<file path="src/rtl/dispatch_queue_pkg.sv">
// rtl/dispatch_queue_pkg.sv - shared class codes, station codes, tag prefixes and class decode helper
//
// Imported by dispatch_entry and dispatch_queue.
//   op_class_e    : decoded instruction class presented on in_class
//   station_e     : reservation station an entry issues to
//   PREFIX_ALU/LS : top bit of a destination tag, selects the producing CDB
//   DEF_*         : default widths of the dispatch_queue parameters
//   class_info()  : per-class station, tag need, tag prefix and rename flag

package dispatch_queue_pkg;

  localparam int DEF_DEPTH      = 4;
  localparam int DEF_DATA_W     = 32;
  localparam int DEF_TAG_ROOT_W = 4;
  localparam int DEF_TAG_W      = DEF_TAG_ROOT_W + 1;
  localparam int DEF_NAME_W     = 5;
  localparam int DEF_OP_W       = 6;
  localparam int DEF_CDB_N      = 2;

  // All-zero values mark a ready tag, an unused data field and "no register".
  localparam logic [DEF_TAG_W-1:0]  TAG_FREE  = '0;
  localparam logic [DEF_DATA_W-1:0] DATA_FREE = '0;
  localparam logic [DEF_NAME_W-1:0] NAME_FREE = '0;

  localparam logic PREFIX_ALU = 1'b0;
  localparam logic PREFIX_LS  = 1'b1;

  typedef enum logic [3:0] {
    CLS_LUI   = 4'd0,
    CLS_AUIPC = 4'd1,
    CLS_JAL   = 4'd2,
    CLS_JALR  = 4'd3,
    CLS_B     = 4'd4,
    CLS_LD    = 4'd5,
    CLS_ST    = 4'd6,
    CLS_RI    = 4'd7,
    CLS_RR    = 4'd8
  } op_class_e;

  typedef enum logic [1:0] {
    STN_ALU = 2'd0,
    STN_BR  = 2'd1,
    STN_LS  = 2'd2
  } station_e;

  typedef struct packed {
    station_e stn;
    logic     need_tag;
    logic     ls_prefix;
    logic     renames;
  } class_info_t;

  // Jumps write a link register, so they travel through the ALU station and
  // produce their result under an ALU tag. Conditional branches have no
  // destination. Undefined class codes are dispatched to the ALU as no-ops.
  function automatic class_info_t class_info(input op_class_e cls);
    class_info_t r;
    case (cls)
      CLS_LUI, CLS_AUIPC, CLS_RI, CLS_RR,
      CLS_JAL, CLS_JALR: r = '{stn: STN_ALU, need_tag: 1'b1, ls_prefix: 1'b0, renames: 1'b1};
      CLS_B:             r = '{stn: STN_BR,  need_tag: 1'b0, ls_prefix: 1'b0, renames: 1'b0};
      CLS_LD:            r = '{stn: STN_LS,  need_tag: 1'b1, ls_prefix: 1'b1, renames: 1'b1};
      CLS_ST:            r = '{stn: STN_LS,  need_tag: 1'b1, ls_prefix: 1'b1, renames: 1'b0};
      default:           r = '{stn: STN_ALU, need_tag: 1'b0, ls_prefix: 1'b0, renames: 1'b0};
    endcase
    return r;
  endfunction

endpackage

</file>
<file path="src/rtl/dispatch_entry.sv">
// rtl/dispatch_entry.sv - one dispatch queue slot with CDB snoop and capture
//
// Ports:
//   clk, rst            clock, synchronous active-low reset
//   load                write the wr_* payload into the slot (marks it valid)
//   clear               invalidate the slot (pop or flush); wins over load
//   wr_*                payload for load, source operands not yet snooped
//   cdb_valid/tag/data  packed broadcast buses
//   valid               slot holds an instruction
//   stn ... imm         stored payload; operand/tag outputs already include
//                       this cycle's CDB snoop so the issue register can load
//                       them directly

module dispatch_entry
  import dispatch_queue_pkg::*;
#(
  parameter int DATA_W = 32,
  parameter int TAG_W  = 5,
  parameter int NAME_W = 5,
  parameter int OP_W   = 6,
  parameter int CDB_N  = 2
) (
  input  logic                    clk,
  input  logic                    rst,
  input  logic                    load,
  input  logic                    clear,
  input  station_e                wr_stn,
  input  logic [OP_W-1:0]         wr_op,
  input  logic [DATA_W-1:0]       wr_operand_o,
  input  logic [TAG_W-1:0]        wr_tag_o,
  input  logic [DATA_W-1:0]       wr_operand_t,
  input  logic [TAG_W-1:0]        wr_tag_t,
  input  logic [TAG_W-1:0]        wr_tag_w,
  input  logic [NAME_W-1:0]       wr_name_w,
  input  logic [DATA_W-1:0]       wr_addr,
  input  logic [DATA_W-1:0]       wr_imm,
  input  logic [CDB_N-1:0]        cdb_valid,
  input  logic [CDB_N*TAG_W-1:0]  cdb_tag,
  input  logic [CDB_N*DATA_W-1:0] cdb_data,
  output logic                    valid,
  output station_e                stn,
  output logic [OP_W-1:0]         op,
  output logic [DATA_W-1:0]       operand_o,
  output logic [TAG_W-1:0]        tag_o,
  output logic [DATA_W-1:0]       operand_t,
  output logic [TAG_W-1:0]        tag_t,
  output logic [TAG_W-1:0]        tag_w,
  output logic [NAME_W-1:0]       name_w,
  output logic [DATA_W-1:0]       addr,
  output logic [DATA_W-1:0]       imm
);

  logic [DATA_W-1:0] s_operand_o, s_operand_t;
  logic [TAG_W-1:0]  s_tag_o, s_tag_t;
  logic [DATA_W-1:0] nxt_operand_o, nxt_operand_t;
  logic [TAG_W-1:0]  nxt_tag_o, nxt_tag_t;

  // A waiting operand takes the data of a matching broadcast and becomes
  // ready. The buses are walked from the highest index down so that the
  // lowest-index match is written last and wins.
  function automatic logic [TAG_W+DATA_W-1:0] snoop(input logic [TAG_W-1:0]  t,
                                                    input logic [DATA_W-1:0] d);
    logic [TAG_W-1:0]  rt;
    logic [DATA_W-1:0] rd;
    rt = t;
    rd = d;
    for (int i = CDB_N - 1; i >= 0; i--) begin
      if (cdb_valid[i] && (t != '0) && (cdb_tag[i*TAG_W +: TAG_W] == t)) begin
        rt = '0;
        rd = cdb_data[i*DATA_W +: DATA_W];
      end
    end
    return {rt, rd};
  endfunction

  // The load path is snooped too, so a result broadcast in the enqueue cycle
  // is not lost while the regfile read still shows the tag.
  always_comb begin
    {nxt_tag_o, nxt_operand_o} = snoop(load ? wr_tag_o : s_tag_o,
                                       load ? wr_operand_o : s_operand_o);
    {nxt_tag_t, nxt_operand_t} = snoop(load ? wr_tag_t : s_tag_t,
                                       load ? wr_operand_t : s_operand_t);
    {tag_o, operand_o}         = snoop(s_tag_o, s_operand_o);
    {tag_t, operand_t}         = snoop(s_tag_t, s_operand_t);
  end

  always_ff @(posedge clk) begin
    if (!rst) begin
      valid       <= 1'b0;
      stn         <= STN_ALU;
      op          <= '0;
      s_operand_o <= '0;
      s_tag_o     <= '0;
      s_operand_t <= '0;
      s_tag_t     <= '0;
      tag_w       <= '0;
      name_w      <= '0;
      addr        <= '0;
      imm         <= '0;
    end else begin
      if (clear) begin
        valid <= 1'b0;
      end else if (load) begin
        valid <= 1'b1;
      end
      s_operand_o <= nxt_operand_o;
      s_tag_o     <= nxt_tag_o;
      s_operand_t <= nxt_operand_t;
      s_tag_t     <= nxt_tag_t;
      if (load) begin
        stn    <= wr_stn;
        op     <= wr_op;
        tag_w  <= wr_tag_w;
        name_w <= wr_name_w;
        addr   <= wr_addr;
        imm    <= wr_imm;
      end
    end
  end

endmodule

</file>
<file path="src/rtl/dispatch_queue.sv">
// rtl/dispatch_queue.sv - in-order dispatch FIFO between decoder and reservation stations
//
// Ports:
//   clk, rst                      clock, synchronous active-low reset
//   in_valid/in_ready             decoder handshake
//   in_class..in_bimm             decoded instruction fields and immediates
//   reg_tag_*/reg_data_*          regfile read of the current decode
//   cdb_valid/tag/data            snooped broadcast buses (packed, bus 0 lowest)
//   *_free_valid/*_free_tag       free-tag table heads; *_alloc reserves them
//   ren_en/ren_tag/ren_name       regfile rename write at the enqueue edge
//   alu/br/ls_ready               station can take an entry this cycle
//   flush                         drop all queued entries and any enqueue
//   alu/br/ls_en + payload        registered one-cycle issue to a station

module dispatch_queue
  import dispatch_queue_pkg::*;
#(
  parameter int DEPTH      = 4,
  parameter int DATA_W     = 32,
  parameter int TAG_ROOT_W = 4,
  parameter int NAME_W     = 5,
  parameter int OP_W       = 6,
  parameter int CDB_N      = 2
) (
  input  logic                             clk,
  input  logic                             rst,
  input  logic                             in_valid,
  output logic                             in_ready,
  input  op_class_e                        in_class,
  input  logic [OP_W-1:0]                  in_op,
  input  logic [NAME_W-1:0]                in_rd,
  input  logic [DATA_W-1:0]                in_addr,
  input  logic [DATA_W-1:0]                in_imm,
  input  logic [DATA_W-1:0]                in_uimm,
  input  logic [DATA_W-1:0]                in_jimm,
  input  logic [DATA_W-1:0]                in_simm,
  input  logic [DATA_W-1:0]                in_bimm,
  input  logic [TAG_ROOT_W:0]              reg_tag_o,
  input  logic [DATA_W-1:0]                reg_data_o,
  input  logic [TAG_ROOT_W:0]              reg_tag_t,
  input  logic [DATA_W-1:0]                reg_data_t,
  input  logic [CDB_N-1:0]                 cdb_valid,
  input  logic [CDB_N*(TAG_ROOT_W+1)-1:0]  cdb_tag,
  input  logic [CDB_N*DATA_W-1:0]          cdb_data,
  input  logic                             alu_free_valid,
  input  logic [TAG_ROOT_W-1:0]            alu_free_tag,
  input  logic                             ls_free_valid,
  input  logic [TAG_ROOT_W-1:0]            ls_free_tag,
  output logic                             alu_alloc,
  output logic                             ls_alloc,
  output logic                             ren_en,
  output logic [TAG_ROOT_W:0]              ren_tag,
  output logic [NAME_W-1:0]                ren_name,
  input  logic                             alu_ready,
  input  logic                             br_ready,
  input  logic                             ls_ready,
  input  logic                             flush,
  output logic                             alu_en,
  output logic                             br_en,
  output logic                             ls_en,
  output logic [OP_W-1:0]                  op,
  output logic [DATA_W-1:0]                operand_o,
  output logic [DATA_W-1:0]                operand_t,
  output logic [TAG_ROOT_W:0]              tag_o,
  output logic [TAG_ROOT_W:0]              tag_t,
  output logic [TAG_ROOT_W:0]              tag_w,
  output logic [NAME_W-1:0]                name_w,
  output logic [DATA_W-1:0]                addr,
  output logic [DATA_W-1:0]                imm_out,
  output logic                             already_rdy
);

  localparam int TAG_W = TAG_ROOT_W + 1;
  localparam int PTR_W = $clog2(DEPTH);
  localparam int CNT_W = PTR_W + 1;

  // ---------------- enqueue decode ----------------
  class_info_t       info;
  logic [DATA_W-1:0] d_operand_o, d_operand_t, d_imm;
  logic [TAG_W-1:0]  d_tag_o, d_tag_t, d_tag_w;
  logic [NAME_W-1:0] d_name_w;
  logic              tag_ok, enq, full;

  always_comb begin
    info        = class_info(in_class);
    d_operand_o = reg_data_o;
    d_tag_o     = reg_tag_o;
    d_operand_t = '0;
    d_tag_t     = '0;
    d_imm       = '0;
    d_name_w    = in_rd;
    case (in_class)
      CLS_LUI, CLS_AUIPC: d_operand_t = in_uimm;
      CLS_RI, CLS_JALR:   d_operand_t = in_imm;
      CLS_JAL: begin
        d_operand_o = in_addr;
        d_tag_o     = '0;
        d_operand_t = in_jimm;
      end
      CLS_RR: begin
        d_operand_t = reg_data_t;
        d_tag_t     = reg_tag_t;
      end
      CLS_B: begin
        d_operand_t = reg_data_t;
        d_tag_t     = reg_tag_t;
        d_imm       = in_bimm;
        d_name_w    = '0;
      end
      CLS_LD: d_imm = in_imm;
      CLS_ST: begin
        d_operand_t = reg_data_t;
        d_tag_t     = reg_tag_t;
        d_imm       = in_simm;
        d_name_w    = '0;
      end
      default: ;
    endcase

    if (!info.need_tag) begin
      d_tag_w = '0;
      tag_ok  = 1'b1;
    end else if (info.ls_prefix) begin
      d_tag_w = {PREFIX_LS, ls_free_tag};
      tag_ok  = ls_free_valid;
    end else begin
      d_tag_w = {PREFIX_ALU, alu_free_tag};
      tag_ok  = alu_free_valid;
    end
  end

  logic [CNT_W-1:0] count;
  logic [PTR_W-1:0] wptr, rptr;

  assign full      = (count == CNT_W'(DEPTH));
  assign in_ready  = rst && !full && !flush && tag_ok;
  assign enq       = in_valid && in_ready;
  assign alu_alloc = enq && info.need_tag && !info.ls_prefix;
  assign ls_alloc  = enq && info.need_tag && info.ls_prefix;
  assign ren_en    = enq && info.renames;
  assign ren_tag   = d_tag_w;
  assign ren_name  = in_rd;

  // ---------------- queue slots ----------------
  logic              e_valid [DEPTH];
  station_e          e_stn   [DEPTH];
  logic [OP_W-1:0]   e_op    [DEPTH];
  logic [DATA_W-1:0] e_opd_o [DEPTH];
  logic [TAG_W-1:0]  e_tag_o [DEPTH];
  logic [DATA_W-1:0] e_opd_t [DEPTH];
  logic [TAG_W-1:0]  e_tag_t [DEPTH];
  logic [TAG_W-1:0]  e_tag_w [DEPTH];
  logic [NAME_W-1:0] e_name  [DEPTH];
  logic [DATA_W-1:0] e_addr  [DEPTH];
  logic [DATA_W-1:0] e_imm   [DEPTH];
  logic              fire;

  for (genvar i = 0; i < DEPTH; i++) begin : g_slot
    dispatch_entry #(
      .DATA_W (DATA_W),
      .TAG_W  (TAG_W),
      .NAME_W (NAME_W),
      .OP_W   (OP_W),
      .CDB_N  (CDB_N)
    ) u_entry (
      .clk          (clk),
      .rst          (rst),
      .load         (enq && (wptr == PTR_W'(i))),
      .clear        (flush || (fire && (rptr == PTR_W'(i)))),
      .wr_stn       (info.stn),
      .wr_op        (in_op),
      .wr_operand_o (d_operand_o),
      .wr_tag_o     (d_tag_o),
      .wr_operand_t (d_operand_t),
      .wr_tag_t     (d_tag_t),
      .wr_tag_w     (d_tag_w),
      .wr_name_w    (d_name_w),
      .wr_addr      (in_addr),
      .wr_imm       (d_imm),
      .cdb_valid    (cdb_valid),
      .cdb_tag      (cdb_tag),
      .cdb_data     (cdb_data),
      .valid        (e_valid[i]),
      .stn          (e_stn[i]),
      .op           (e_op[i]),
      .operand_o    (e_opd_o[i]),
      .tag_o        (e_tag_o[i]),
      .operand_t    (e_opd_t[i]),
      .tag_t        (e_tag_t[i]),
      .tag_w        (e_tag_w[i]),
      .name_w       (e_name[i]),
      .addr         (e_addr[i]),
      .imm          (e_imm[i])
    );
  end

  // ---------------- issue ----------------
  station_e h_stn;
  logic     stn_ready;

  always_comb begin
    h_stn = e_stn[rptr];
    case (h_stn)
      STN_ALU: stn_ready = alu_ready;
      STN_BR:  stn_ready = br_ready;
      STN_LS:  stn_ready = ls_ready;
      default: stn_ready = 1'b0;
    endcase
    fire = e_valid[rptr] && stn_ready && !flush;
  end

  always_ff @(posedge clk) begin
    if (!rst || flush) begin
      count <= '0;
      wptr  <= '0;
      rptr  <= '0;
    end else begin
      if (enq) wptr <= wptr + PTR_W'(1);
      if (fire) rptr <= rptr + PTR_W'(1);
      case ({enq, fire})
        2'b10:   count <= count + CNT_W'(1);
        2'b01:   count <= count - CNT_W'(1);
        default: count <= count;
      endcase
    end
  end

  // Slot outputs already carry the same-cycle snoop, so a result broadcast
  // in the issue cycle reaches the station with the payload.
  always_ff @(posedge clk) begin
    if (!rst) begin
      alu_en      <= 1'b0;
      br_en       <= 1'b0;
      ls_en       <= 1'b0;
      op          <= '0;
      operand_o   <= '0;
      operand_t   <= '0;
      tag_o       <= '0;
      tag_t       <= '0;
      tag_w       <= '0;
      name_w      <= '0;
      addr        <= '0;
      imm_out     <= '0;
      already_rdy <= 1'b0;
    end else begin
      alu_en <= fire && (h_stn == STN_ALU);
      br_en  <= fire && (h_stn == STN_BR);
      ls_en  <= fire && (h_stn == STN_LS);
      if (fire) begin
        op          <= e_op[rptr];
        operand_o   <= e_opd_o[rptr];
        operand_t   <= e_opd_t[rptr];
        tag_o       <= e_tag_o[rptr];
        tag_t       <= e_tag_t[rptr];
        tag_w       <= e_tag_w[rptr];
        name_w      <= e_name[rptr];
        addr        <= e_addr[rptr];
        imm_out     <= e_imm[rptr];
        already_rdy <= (e_tag_o[rptr] == '0) && (e_tag_t[rptr] == '0);
      end
    end
  end

endmodule

</file>
<file path="config.mk">
export PLATFORM = sky130hd
export DESIGN_NAME = dispatch_queue
export DESIGN_NICKNAME = d
export VERILOG_FILES = /design/src/rtl/dispatch_queue_pkg.sv /design/src/rtl/dispatch_entry.sv /design/src/rtl/dispatch_queue.sv
export SDC_FILE = /design/constraint.sdc
export NUM_CORES = 2
export LEC_CHECK = 0
export BUFFER_PORTS_ARGS = -buffer_cell sky130_fd_sc_hd__buf_2
export CAP_MARGIN = 20
export CELL_PAD_IN_SITES_DETAIL_PLACEMENT = 1
export CELL_PAD_IN_SITES_GLOBAL_PLACEMENT = 1
export CORE_AREA = 2 2 378 380
export CTS_CLUSTER_DIAMETER = 150
export DETAILED_ROUTE_END_ITERATION = 8
export DIE_AREA = 0 0 380 382
export PLACE_DENSITY_LB_ADDON = 0.1
export SLEW_MARGIN = 10
export SYNTH_ARGS = -nofsm -noshare
export SYNTH_HDL_FRONTEND = slang
export SYNTH_SLANG_ARGS = --single-unit
</file>
<file path="constraint.sdc">
create_clock -name clk -period 4.7 [get_ports clk]
set_clock_uncertainty 0.1 [all_clocks]
set_input_delay 0.705 -clock clk [delete_from_list [all_inputs] [get_ports clk]]
set_output_delay 0.705 -clock clk [all_outputs]
set_load 0.05 [all_outputs]
</file>
==> results.py <==
metrics = {
    "grt": {
        "gr-total-overflow": 0,
        "grt_max_degree": 233,
        "grtUsageTotal_pct": 30.6,
        "grt_pass1_wl_um": 331000,
        "grt_pass1_vias": 45400,
        "antenna_found_initial": 35,
    },
    "power": {
        "clock_power_share_pct": 48.3,
        "p_leak_nw": 19.0,
        "power_w": 0.0166,
        "seqPwrFrac_pct": 41.4,
        "pwr-share-comb_pct": 10.2,
        "swShare_pct": 27.4,
        "power.switching_w": 0.00456,
        "peakVddDrop_v": 0.000242,
        "power.internal_w": 0.0121,
        "p_per_area_mw_per_mm2": 314,
    },
    "finish": {
        "nFillCells": 16600,
        "fin_area_mm2": 0.0529,
        "fin_nets": 6097,
        "area_delta_synth_final_pct": 18.2,
        "drive_gt1_share_pct": 20.0,
    },
    "sta": {
        "layout_setup_ws_ns": 0.591,
        "max_slew_margin_pct": 21.5,
        "rsz0062_at_grt": "no",
        "finalMaxSlewViolations": 0,
        "tightest_slew_ns": 1.18,
        "period_share_pct": 87.4,
        "final.setup.tns_ns": 0,
        "fin_crit_ns": 4.11,
        "setup_viol": 0,
        "fmax_ghz": 0.243,
        "hold_violations": 0,
    },
    "outcome": {
        "outcome": "finished clean",
    },
    "worst_setup_path": {
        "reg2reg_slack_ns": 0.73,
        "end_kind": "register",
        "critPathRequiredTime_ns": 5.17,
        "path_class": "input pin to register",
        "cp_max_fo": 14,
        "crit_family": "simple AND/OR/NAND/NOR gates",
        "crit_path_start_kind": "input pin",
        "cp_slowest_stage_delay_ns": 0.72,
        "critPathBufInv": 4,
        "crit_chain": "buf_2 > inv_1 > ha_1 > nor4bb_4 > a221o_1 > buf_4 > o21ai_1 > and3_1 > o221ai_2 > or2_2 > buf_12 > mux2i_1 > a2111oi_0",
        "crit_slowest_cell": "or2_2",
        "cp.arrival_ns": 4.58,
    },
    "synthesis": {
        "synth_compound_area_share_pct": 27.4,
        "ys.flop_type": "dfxtp_1",
        "synthSimpleGateAreaFrac_pct": 16.1,
        "synthMuxAreaShare_pct": 12.3,
        "yosys_warnings": 0,
        "synth_xor_xnor_area_share_pct": 1.53,
        "synth_seq_area_share_pct": 35.4,
        "synth_top_family_by_area": "compound AO/OA/AOI/OAI gates",
        "yosys.area_share.adder_pct": 0.408,
        "synth_cells": 5482,
        "synth_seq_cells": 793,
        "synth-edff-count": 0,
        "yosysUniqueCellTypes": 91,
        "synth_area_mm2": 0.0448,
        "async_reset_ff_share_pct": 0,
        "synth_nets": 5870,
        "syn_avg_cell_area_um2": 8.17,
    },
    "floorplanning": {
        "fp.dieArea_mm2": 0.145,
        "coreArea_mm2": 0.141,
        "num_rows": 138,
        "io_pins": 546,
        "die_w_um": 380,
        "floorplan.initialDensity_pct": 31.8,
        "die_h_um": 382,
    },
    "clock_network": {
        "path_clk_slew_ns": 0.06,
        "root_buffer": "clkbuf_16",
        "h-tree-depth": 3,
        "clk_path_buf_depth": 3,
        "clkLatencyLatePin_ns": 0.73,
        "post_cts_buffers": 0,
        "cts.repair.resized": 0,
        "cts_made_buffers": 99,
        "cts_sinks": 793,
        "holdBufCountCts": 0,
        "cts_tree": "built",
    },
    "place": {
        "place_area_mm2": 0.0496,
        "dpl.hpwl_um": 150000,
        "place_congestion": 0.935,
        "port_buffers": 545,
        "post-place-ws_ns": -0.0281,
    },
    "route": {
        "vias": 45400,
        "wl_per_cell_um": 30.0,
        "finalWirelength_um": 230000,
        "first_pass_iters": 8,
        "drc": 0,
        "drt_iter0_drc": 3959,
        "antenna_left": 0,
        "routed_via_density": 5.91,
    },
    "hold_path": {
        "hold_path.class": "input pin to register",
    },
    "run": {
        "drv_cap": 0,
    },
}
-- cells in the mapped netlist, types with 13 or more instances --
cell	n	share of area [%]
a211oi_1	230	3.9
o211ai_1	156	2.6
o211a_1	36	0.80
o21ai_1	19	0.21
nand4_1	16	0.22
nor2b_1	18	0.25
dfxtp_1	793	35
inv_1	134	1.1
o2111a_1	31	0.78
a22oi_1	68	1.1
nor2_1	445	3.7
nand2b_1	14	0.20
and2_1	20	0.28
a221oi_1	22	0.43
and3_1	44	0.61
o22ai_1	96	1.3
xor2_1	19	0.37
clkbuf_1	462	3.9
or2_0	21	0.29
o21ai_0	230	2.6
a2111oi_0	27	0.53
mux2_2	31	0.78
xnor2_1	59	1.2
buf_6	13	0.33
buf_2	67	0.75
a41oi_1	32	0.63
o31ai_1	57	0.96
a32o_1	50	1.1
a21oi_1	409	4.6
o2bb2ai_1	33	0.65
or2_2	13	0.18
mux4_2	84	4.2
nand2_1	902	7.6
buf_1	53	0.44
a221oi_2	59	2.0
ha_1	13	0.36
nand3_1	74	0.83
mux2i_1	323	7.2
a222oi_1	65	1.5
nor3_1	89	0.99
-- layer usage --
layer | vias to the layer above | global-route usage, % | part of all wire (%)
li1 | 20500 | - | -
met3 | 441 | 6.63 | 7.3
met4 | 28 | 13.2 | 4.3
met5 | - | 0 | 0.068
met1 | 22800 | 40.2 | 44
met2 | 1652 | 48.3 | 45
-- state kept, by name (all words and copies together) (netlist names), 2 cells and up --
signal	flops
g_slot.u_entry.imm	128
count	3
wptr	2
op	6
imm_out	32
operand_t	32
name_w	5
g_slot.u_entry.s_tag_t	20
g_slot.u_entry.s_operand_t	128
operand_o	32
g_slot.u_entry.op	24
tag_w	5
rptr	2
g_slot.u_entry.s_tag_o	20
addr	32
tag_o	5
g_slot.u_entry.stn	8
g_slot.u_entry.tag_w	20
g_slot.u_entry.name_w	20
tag_t	5
g_slot.u_entry.addr	128
g_slot.u_entry.valid	4
g_slot.u_entry.s_operand_o	128
-- through the flow --
| step | instances | utilization [%] | hold WS [ns] |
|---|---|---|---|
| 2_1_floorplan | 5482 | - | 0.333 |
| 4_1_cts | 7675 | 37.6 | 0.116 |
| 5_1_grt | 7680 | 37.6 | 0.158 |
| 6_report | 7684 | 37.6 | 0.168 |
| 3_3_place_gp | 7498 | 35.2 | 0.339 |
| 3_5_place_dp | 7498 | 35.2 | 0.345 |
-- tightest hold or removal path: stages --
cell	delay, ns
buf_2	0.14
nand2_1	0.06
a21oi_1	0.05
-- cell families after synthesis --
family,after synthesis
compound gates,1699
buf+inv,744
mux,441
flops,793
simple gates,1713
xor+xnor,78
fa+ha+maj,14
-- worst paths after layout --
path / from / to / cells after the start
max: in_class[0] / g_slot[0].u_entry.s_operand_t[1] / 13
min: in_addr[28] / g_slot[2].u_entry.addr[28] / 3
max reg2reg: rptr[1] / operand_o[13] / 7
min reg2reg: tag_o[2] / tag_o[2] / 2
-- cell usage in the layout (no fill, tap or decap), types with 101 or more instances in the layout --
| cell type | netlist | routed |
|---|---|---|
| nand2_1 | 902 | 899 |
| dfxtp_1 | 793 | 791 |
| buf_2 | 67 | 544 |
| nor2_1 | 445 | 439 |
| a21oi_1 | 409 | 409 |
| mux2i_1 | 323 | 322 |
| o21ai_0 | 230 | 230 |
| a211oi_1 | 230 | 228 |
| buf_4 | 12 | 158 |
| o211ai_1 | 156 | 156 |
| inv_1 | 134 | 133 |
| clkbuf_16 | 0 | 101 |
-- cell type report --
type / instances / area (um2) / share of cell area, %
multi-input cells: 3945 / 26300 / 49.6
flip-flops and latches: 793 / 15900 / 30.0
repair buffers: 733 / 4520 / 8.54
clock buffers: 144 / 2980 / 5.63
well taps: 1890 / 2360 / 4.47
inverters: 137 / 523 / 0.988
clock inverters: 33 / 380 / 0.719
diodes: 9 / 22.5 / 0.0425
-- power by group through the flow --
| stage | combinational, W | clock (W) | sequential (W) |
|---|---|---|---|
| after global placement | 0.00166 | 0 | 0.00703 |
| after CTS | 0.00169 | 0.00820 | 0.00688 |
| after global routing | 0.00180 | 0.00849 | 0.00689 |
| after detailed placement | 0.00168 | 0 | 0.00703 |
| after floorplan | 0.000876 | 0 | 0.00702 |
| final | 0.00170 | 0.00803 | 0.00688 |
No activity file was read; power rests on OpenSTA's default activity.
